==> config.mk <==
export PLATFORM = sky130hd
export DESIGN_NAME = pipeline_control
export DESIGN_NICKNAME = d
export VERILOG_FILES = /design/src/rtl/lc3b_types.sv /design/src/rtl/hazard_detect.sv /design/src/rtl/pipeline_control.sv
export SDC_FILE = /design/constraint.sdc
export NUM_CORES = 1
export LEC_CHECK = 0
export ABC_AREA = 1
export BUFFER_PORTS_ARGS = -buffer_cell sky130_fd_sc_hd__buf_2
export CAP_MARGIN = 20
export CORE_ASPECT_RATIO = 1.1
export CORE_MARGIN = 1
export CORE_UTILIZATION = 42
export CTS_CLUSTER_DIAMETER = 30
export DETAILED_ROUTE_END_ITERATION = 16
export GPL_TIMING_DRIVEN = 1
export MAX_ROUTING_LAYER = met4
export PLACE_DENSITY_LB_ADDON = 0.25
export SLEW_MARGIN = 5
export SYNTH_ARGS = -nofsm -noshare
export SYNTH_HDL_FRONTEND = slang
export SYNTH_HIERARCHICAL = 1
export SYNTH_SLANG_ARGS = --single-unit
==> constraint.sdc <==
create_clock -name clk -period 1.7 [get_ports clk]
set_input_delay 0.425 -clock clk [delete_from_list [all_inputs] [get_ports clk]]
set_output_delay 0.425 -clock clk [all_outputs]
set_load 0.005 [all_outputs]
==> src/rtl/lc3b_types.sv <==
// Shared LC-3b pipeline types: register index and MEM-stage access FSM states.
package lc3b_types;

    localparam int unsigned REG_IDX_W = 3;

    typedef logic [REG_IDX_W-1:0] lc3b_reg;

    typedef enum logic {
        M_IDLE = 1'b0,
        M_IND2 = 1'b1
    } mem_state_t;

endpackage

==> src/rtl/hazard_detect.sv <==
// Load-use comparator: ID reads a register that the load in EX has not yet produced.
module hazard_detect #(
    parameter int unsigned REG_IDX_WIDTH = 3
) (
    input  logic                     ex_valid_i,
    input  logic                     ex_is_load_i,
    input  logic [REG_IDX_WIDTH-1:0] ex_dest_i,
    input  logic                     id_valid_i,
    input  logic                     id_uses_sr1_i,
    input  logic                     id_uses_sr2_i,
    input  logic [REG_IDX_WIDTH-1:0] id_sr1_i,
    input  logic [REG_IDX_WIDTH-1:0] id_sr2_i,
    output logic                     hz_o
);

    logic sr1_match;
    logic sr2_match;

    assign sr1_match = id_uses_sr1_i && (id_sr1_i == ex_dest_i);
    assign sr2_match = id_uses_sr2_i && (id_sr2_i == ex_dest_i);
    assign hz_o      = ex_valid_i && ex_is_load_i && id_valid_i && (sr1_match || sr2_match);

endmodule

==> src/rtl/pipeline_control.sv <==
// Stall/flush sequencer for the 5-stage LC-3b pipeline: MEM access FSM (incl. LDI/STI),
// load-use bubble insertion, branch redirect and a saturating stall-cycle counter.
module pipeline_control
    import lc3b_types::*;
#(
    parameter int unsigned CNT_WIDTH     = 16,
    parameter int unsigned REG_IDX_WIDTH = REG_IDX_W
) (
    input  logic                     clk,
    input  logic                     rst_n,
    input  logic                     if_req,
    input  logic                     icache_resp,
    input  logic                     id_valid,
    input  logic                     id_uses_sr1,
    input  logic                     id_uses_sr2,
    input  logic [REG_IDX_WIDTH-1:0] id_sr1,
    input  logic [REG_IDX_WIDTH-1:0] id_sr2,
    input  logic                     ex_valid,
    input  logic                     ex_is_load,
    input  logic [REG_IDX_WIDTH-1:0] ex_dest,
    input  logic                     mem_valid,
    input  logic                     mem_access,
    input  logic                     mem_indirect,
    input  logic                     mem_br_taken,
    input  logic                     dcache_resp,
    output logic                     load_pc,
    output logic                     pc_sel,
    output logic                     load_if_id,
    output logic                     load_id_ex,
    output logic                     load_ex_mem,
    output logic                     load_mem_wb,
    output logic                     flush_if_id,
    output logic                     flush_id_ex,
    output logic                     flush_ex_mem,
    output logic                     mem_ind_sel,
    output logic [CNT_WIDTH-1:0]     stall_cycles
);

    mem_state_t           state_q, state_d;
    logic [CNT_WIDTH-1:0] stall_cycles_q, stall_cycles_d;
    logic                 mem_busy;
    logic                 mem_done;
    logic                 fetch_stall;
    logic                 gstall;
    logic                 br;
    logic                 hz;

    hazard_detect #(
        .REG_IDX_WIDTH(REG_IDX_WIDTH)
    ) u_hazard_detect (
        .ex_valid_i   (ex_valid),
        .ex_is_load_i (ex_is_load),
        .ex_dest_i    (ex_dest),
        .id_valid_i   (id_valid),
        .id_uses_sr1_i(id_uses_sr1),
        .id_uses_sr2_i(id_uses_sr2),
        .id_sr1_i     (id_sr1),
        .id_sr2_i     (id_sr2),
        .hz_o         (hz)
    );

    assign mem_busy    = mem_valid && mem_access;
    assign mem_done    = !mem_busy
                      || ((state_q == M_IDLE) && dcache_resp && !mem_indirect)
                      || ((state_q == M_IND2) && dcache_resp);
    assign fetch_stall = if_req && !icache_resp;
    assign gstall      = !mem_done || fetch_stall;
    assign br          = mem_valid && mem_br_taken && !gstall;

    // MEM access FSM: the first LDI/STI response moves on to the second access
    always_comb begin
        state_d = state_q;
        unique case (state_q)
            M_IDLE: if (mem_busy && mem_indirect && dcache_resp) state_d = M_IND2;
            M_IND2: if (dcache_resp) state_d = M_IDLE;
            default: state_d = M_IDLE;
        endcase
    end

    // Priority: global stall freezes everything, then branch redirect, then load-use bubble
    always_comb begin
        load_pc      = 1'b0;
        pc_sel       = 1'b0;
        load_if_id   = 1'b0;
        load_id_ex   = 1'b0;
        load_ex_mem  = 1'b0;
        load_mem_wb  = 1'b0;
        flush_if_id  = 1'b0;
        flush_id_ex  = 1'b0;
        flush_ex_mem = 1'b0;
        mem_ind_sel  = rst_n && (state_q == M_IND2);
        if (rst_n && !gstall) begin
            load_id_ex  = 1'b1;
            load_ex_mem = 1'b1;
            load_mem_wb = 1'b1;
            if (br) begin
                load_pc      = 1'b1;
                pc_sel       = 1'b1;
                load_if_id   = 1'b1;
                flush_if_id  = 1'b1;
                flush_id_ex  = 1'b1;
                flush_ex_mem = 1'b1;
            end else if (hz) begin
                flush_id_ex = 1'b1;
            end else begin
                load_pc    = 1'b1;
                load_if_id = 1'b1;
            end
        end
    end

    always_comb begin
        stall_cycles_d = stall_cycles_q;
        if (!load_pc && (stall_cycles_q != {CNT_WIDTH{1'b1}})) begin
            stall_cycles_d = stall_cycles_q + CNT_WIDTH'(1);
        end
    end

    always_ff @(posedge clk or negedge rst_n) begin
        if (!rst_n) begin
            state_q        <= M_IDLE;
            stall_cycles_q <= '0;
        end else begin
            state_q        <= state_d;
            stall_cycles_q <= stall_cycles_d;
        end
    end

    assign stall_cycles = stall_cycles_q;

endmodule

==> impl_metrics.prom <==
# TYPE chip_impl_metric gauge
chip_impl_info{name="critPathLaunch",value="ex_dest[2]"} 1
chip_impl_metric{name="cts_max_level",unit=""} 1
chip_impl_metric{name="fin_skew",unit="ns"} 0.00236
chip_impl_metric{name="netlist-cell-type-count",unit=""} 24
chip_impl_info{name="cp-start-kind",value="primary input"} 1
chip_impl_metric{name="detailroute.via_count",unit=""} 1368
chip_impl_metric{name="io-pin-count",unit=""} 49
chip_impl_metric{name="final_nets",unit=""} 286
chip_impl_metric{name="synthesis.yosys.warnings",unit=""} 6
chip_impl_info{name="synth.top_cells.by_area",value="sky130_fd_sc_hd__dfrtp_1, sky130_fd_sc_hd__nand2_1, sky130_fd_sc_hd__nor2_1"} 1
chip_impl_metric{name="synth_xor_area_share",unit="%"} 4.68
chip_impl_metric{name="synth_edf_count",unit=""} 0
chip_impl_metric{name="maxClockFrequency",unit="MHz"} 584
chip_impl_metric{name="die_area",unit="um2"} 3350
chip_impl_info{name="criticalPathCategory",value="in2out"} 1
chip_impl_metric{name="max_slew.worst_pin.slew",unit="ns"} 0.297
chip_impl_metric{name="max_incr_delay_on_cp",unit="ns"} 0.15
chip_impl_info{name="path_delay_family",value="simple AND/OR/NAND/NOR gates"} 1
chip_impl_metric{name="vdd_ir_drop_max",unit="mV"} 0.577
chip_impl_metric{name="power_per_cell_area",unit="nW/um2"} 704
chip_impl_metric{name="synthesis.nets",unit=""} 232
chip_impl_metric{name="groute.usage.overall",unit="%"} 19.9
chip_impl_metric{name="synthesis.area_per_instance",unit="um2"} 6.30
chip_impl_metric{name="cp_num_buf_inv",unit=""} 4
chip_impl_info{name="synth_area_leader_cell",value="sky130_fd_sc_hd__dfrtp_1"} 1
chip_impl_metric{name="timing.critical_path.fanout_max",unit=""} 3
chip_impl_metric{name="first_pass_drt_iterations",unit=""} 4
chip_impl_metric{name="period_share",unit="%"} 101
chip_impl_metric{name="cell_area_after_technology_mapping",unit="um2"} 1310
chip_impl_metric{name="cts_made_buffers",unit=""} 3
chip_impl_metric{name="worstSkewPairLatency",unit="ns"} 0.29
chip_impl_info{name="failing_checks",value="setup timing"} 1
chip_impl_metric{name="drv.max_cap_violation_count",unit=""} 0
chip_impl_metric{name="antennaDiodeCount",unit=""} 0
chip_impl_info{name="timing.critical_path.to_type",value="output port"} 1
chip_impl_info{name="worst_path_max_delay_cell",value="sky130_fd_sc_hd__a21oi_2"} 1
chip_impl_info{name="tightest_hold_check_type",value="in2async"} 1
chip_impl_metric{name="drt_first_iter_violations",unit=""} 34
chip_impl_metric{name="post_synth_and_or_nand_nor_area_fraction",unit="%"} 45.7
chip_impl_info{name="synthTopCellsByCount",value="sky130_fd_sc_hd__nand2_1, sky130_fd_sc_hd__nor2_1, sky130_fd_sc_hd__inv_1, sky130_fd_sc_hd__dfrtp_1, sky130_fd_sc_hd__nand3_1"} 1
chip_impl_info{name="clock_root_cell",value="sky130_fd_sc_hd__clkbuf_4"} 1
chip_impl_metric{name="detail_route.wirelength",unit="um"} 3010
chip_impl_metric{name="route.detailed.vias_per_inst",unit=""} 4.65
chip_impl_metric{name="setup_viol",unit=""} 2
chip_impl_metric{name="yosys_register_bits",unit=""} 17
chip_impl_metric{name="fp.dieH",unit="um"} 60.6
chip_impl_metric{name="cts-hold-fix-buffers",unit=""} 0
chip_impl_metric{name="grt-ovfl-total",unit=""} 0
chip_impl_metric{name="synth_top_area_share",unit="%"} 32.4
chip_impl_metric{name="clk_pin_slew_worst_paths",unit="ns"} 0.09
chip_impl_metric{name="drc",unit=""} 0
chip_impl_metric{name="netlist_instances",unit=""} 208
chip_impl_metric{name="synthMuxAreaShare",unit="%"} 0.763
chip_impl_metric{name="power.total",unit="W"} 0.00122
chip_impl_info{name="rsz0062_at_grt",value="true"} 1
chip_impl_metric{name="cts-root-to-sink-buffers",unit=""} 2
chip_impl_info{name="crit_path_cell_trace",value="buf_8 -> inv_4 -> nand2_2 -> nand2_2 -> nor2_1 -> nand2_1 -> a21oi_2 -> nand2_1 -> nand3_2 -> inv_2 -> buf_6"} 1
chip_impl_metric{name="std_cell_rows",unit=""} 20
chip_impl_info{name="yosys_most_used_dff",value="sky130_fd_sc_hd__dfrtp_1"} 1
chip_impl_metric{name="synth-async-reset-ratio",unit="%"} 100
chip_impl_info{name="yosys.cell_count.top_type",value="sky130_fd_sc_hd__nand2_1"} 1
chip_impl_metric{name="p_leak",unit="nW"} 0.955
chip_impl_metric{name="critical_path_required",unit="ns"} 1.27
chip_impl_metric{name="synth-seq-area-share",unit="%"} 32.4
chip_impl_metric{name="synth_fa_ha_area_share",unit="%"} 0.954
chip_impl_metric{name="routability_congestion_estimate_from_global_placement",unit=""} 0.814
chip_impl_metric{name="layout_setup_ws",unit="ns"} -0.0111
chip_impl_info{name="regToRegStartpoint",value="state_q$_DFF_PN0_"} 1
chip_impl_metric{name="first_global_vias",unit=""} 1256
chip_impl_metric{name="clock_sink_count",unit=""} 17
chip_impl_info{name="run_status",value="finished, violations left"} 1
chip_impl_metric{name="slew_headroom",unit="%"} 80.1
chip_impl_metric{name="finalSetupTns",unit="ns"} -0.0196
chip_impl_metric{name="cp.arrival",unit="ns"} 1.29
chip_impl_metric{name="effective_utilization_at_floorplan",unit="%"} 46.0
chip_impl_info{name="tritoncts",value="yes"} 1
chip_impl_metric{name="grt_first_pass_wirelength",unit="um"} 5150
chip_impl_metric{name="placeableCoreArea",unit="um2"} 2850
chip_impl_metric{name="antenna_violating_nets_post_route",unit=""} 0
chip_impl_metric{name="post-route-min-period",unit="ns"} 1.71
chip_impl_metric{name="synth-compound-area-share",unit="%"} 3.53
chip_impl_metric{name="grt_antenna_before_repair",unit=""} 0
chip_impl_metric{name="placed_wire_length_estimate",unit="um"} 2240
chip_impl_metric{name="drive_gt1_share",unit="%"} 33.3
chip_impl_info{name="synth_top_family_by_area",value="simple AND/OR/NAND/NOR gates"} 1
chip_impl_metric{name="portBuffers",unit=""} 48
chip_impl_metric{name="final-hold-violation-count",unit=""} 0
chip_impl_metric{name="avgRoutedWirePerCell",unit="um"} 10.2
chip_impl_metric{name="largest_net_degree_at_the_start_of_global_routing",unit=""} 20
chip_impl_metric{name="layout-area-overhead-vs-synth",unit="%"} 32.3
chip_impl_metric{name="fp.dieW",unit="um"} 55.3
chip_impl_metric{name="fillerInstances",unit=""} 293
chip_impl_metric{name="finalMaxSlewViolations",unit=""} 0
[metal layers]
metal	wire length [um]	up-vias	global-route usage, %
met2	1530	24	34.4
met3	101	2	4.90
met1	1370	606	23.9
met4	13	0	3.93
met5	0	-	-
li1	-	736	-
[worst reg2reg max path, delay by kind of cell, from the launching register on]
kind          cells  cell delay (ns)
flops             1             0.35
simple gates      5             0.47
buf+inv           5             0.54
[sequential cells by signal, indices dropped and copies added, names as in the netlist]
name,count
stall_cycles,16
state_q,1
[stage by stage]
step	area [um2]	setup WS (ns)	util, %	hold WS, ns	instances
after floorplan	1310	0.0378	-	0.129	208
after global placement	1580	-0.0220	55.3	0.409	288
after detailed placement	1580	-0.0571	55.3	0.410	288
after CTS	1650	-0.00931	57.8	0.0770	294
after global routing	1730	-0.119	60.8	0.0901	294
final	1730	-0.0111	60.8	0.0836	294
[cell type report]
cell class / count / area, um2 / share of cell area [%]
Sequential cell: 17 / 425 / 24.5
Inverter: 25 / 101 / 5.84
Timing Repair Buffer: 56 / 374 / 21.6
Clock buffer: 4 / 26.3 / 1.52
Multi-Input combinational cell: 159 / 766 / 44.2
Tap cell: 33 / 41.3 / 2.38
[where the power goes]
group	leakage [nW]	total, W	switching [W]	internal (W)
Combinational	0.711	0.000448	0.000223	0.000224
Clock	0.0150	0.000217	0.000126	0.0000913
Sequential	0.229	0.000556	0.0000923	0.000463
Total	0.955	0.00122	0.000441	0.000779
[cells by family after synthesis]
logic type      after synthesis
buf+inv                      32
mux                           1
xor+xnor                      7
compound gates                8
flops                        17
fa+ha+maj                     1
simple gates                142
[placed cells by master, fill, tap and decap left out, drive strengths merged]
cell type,count
dfrtp,17
xor2,2
nand4,7
buf,56
mux2i,1
xnor2,5
clkbuf,4
a21oi,2
o21a,1
nand3,9
nand2,100
nor2,26
o21ai,5
inv,25
ha,1
[final timing paths]
path / end / cells after the start / slack (ns)
setup / recovery: load_pc / 11 / -0.01
hold / removal: state_q$_DFF_PN0_ / 2 / 0.08
setup reg to reg: stall_cycles[15]$_DFFE_PN0P_ / 10 / 0.23
hold reg to reg: state_q$_DFF_PN0_ / 2 / 0.55
max in group asynchronous: stall_cycles[14]$_DFFE_PN0P_ / 2 / 1.42
min in group clk: state_q$_DFF_PN0_ / 2 / 0.33
[repair_timing]
action,in CTS,in global routing
pin swaps,9,16
hold endpoints to repair,0,0
endpoints found under the setup margin,2,24
gates resized for setup,8,25
buffers inserted,2,0
Power figures use the tool's default switching activity.
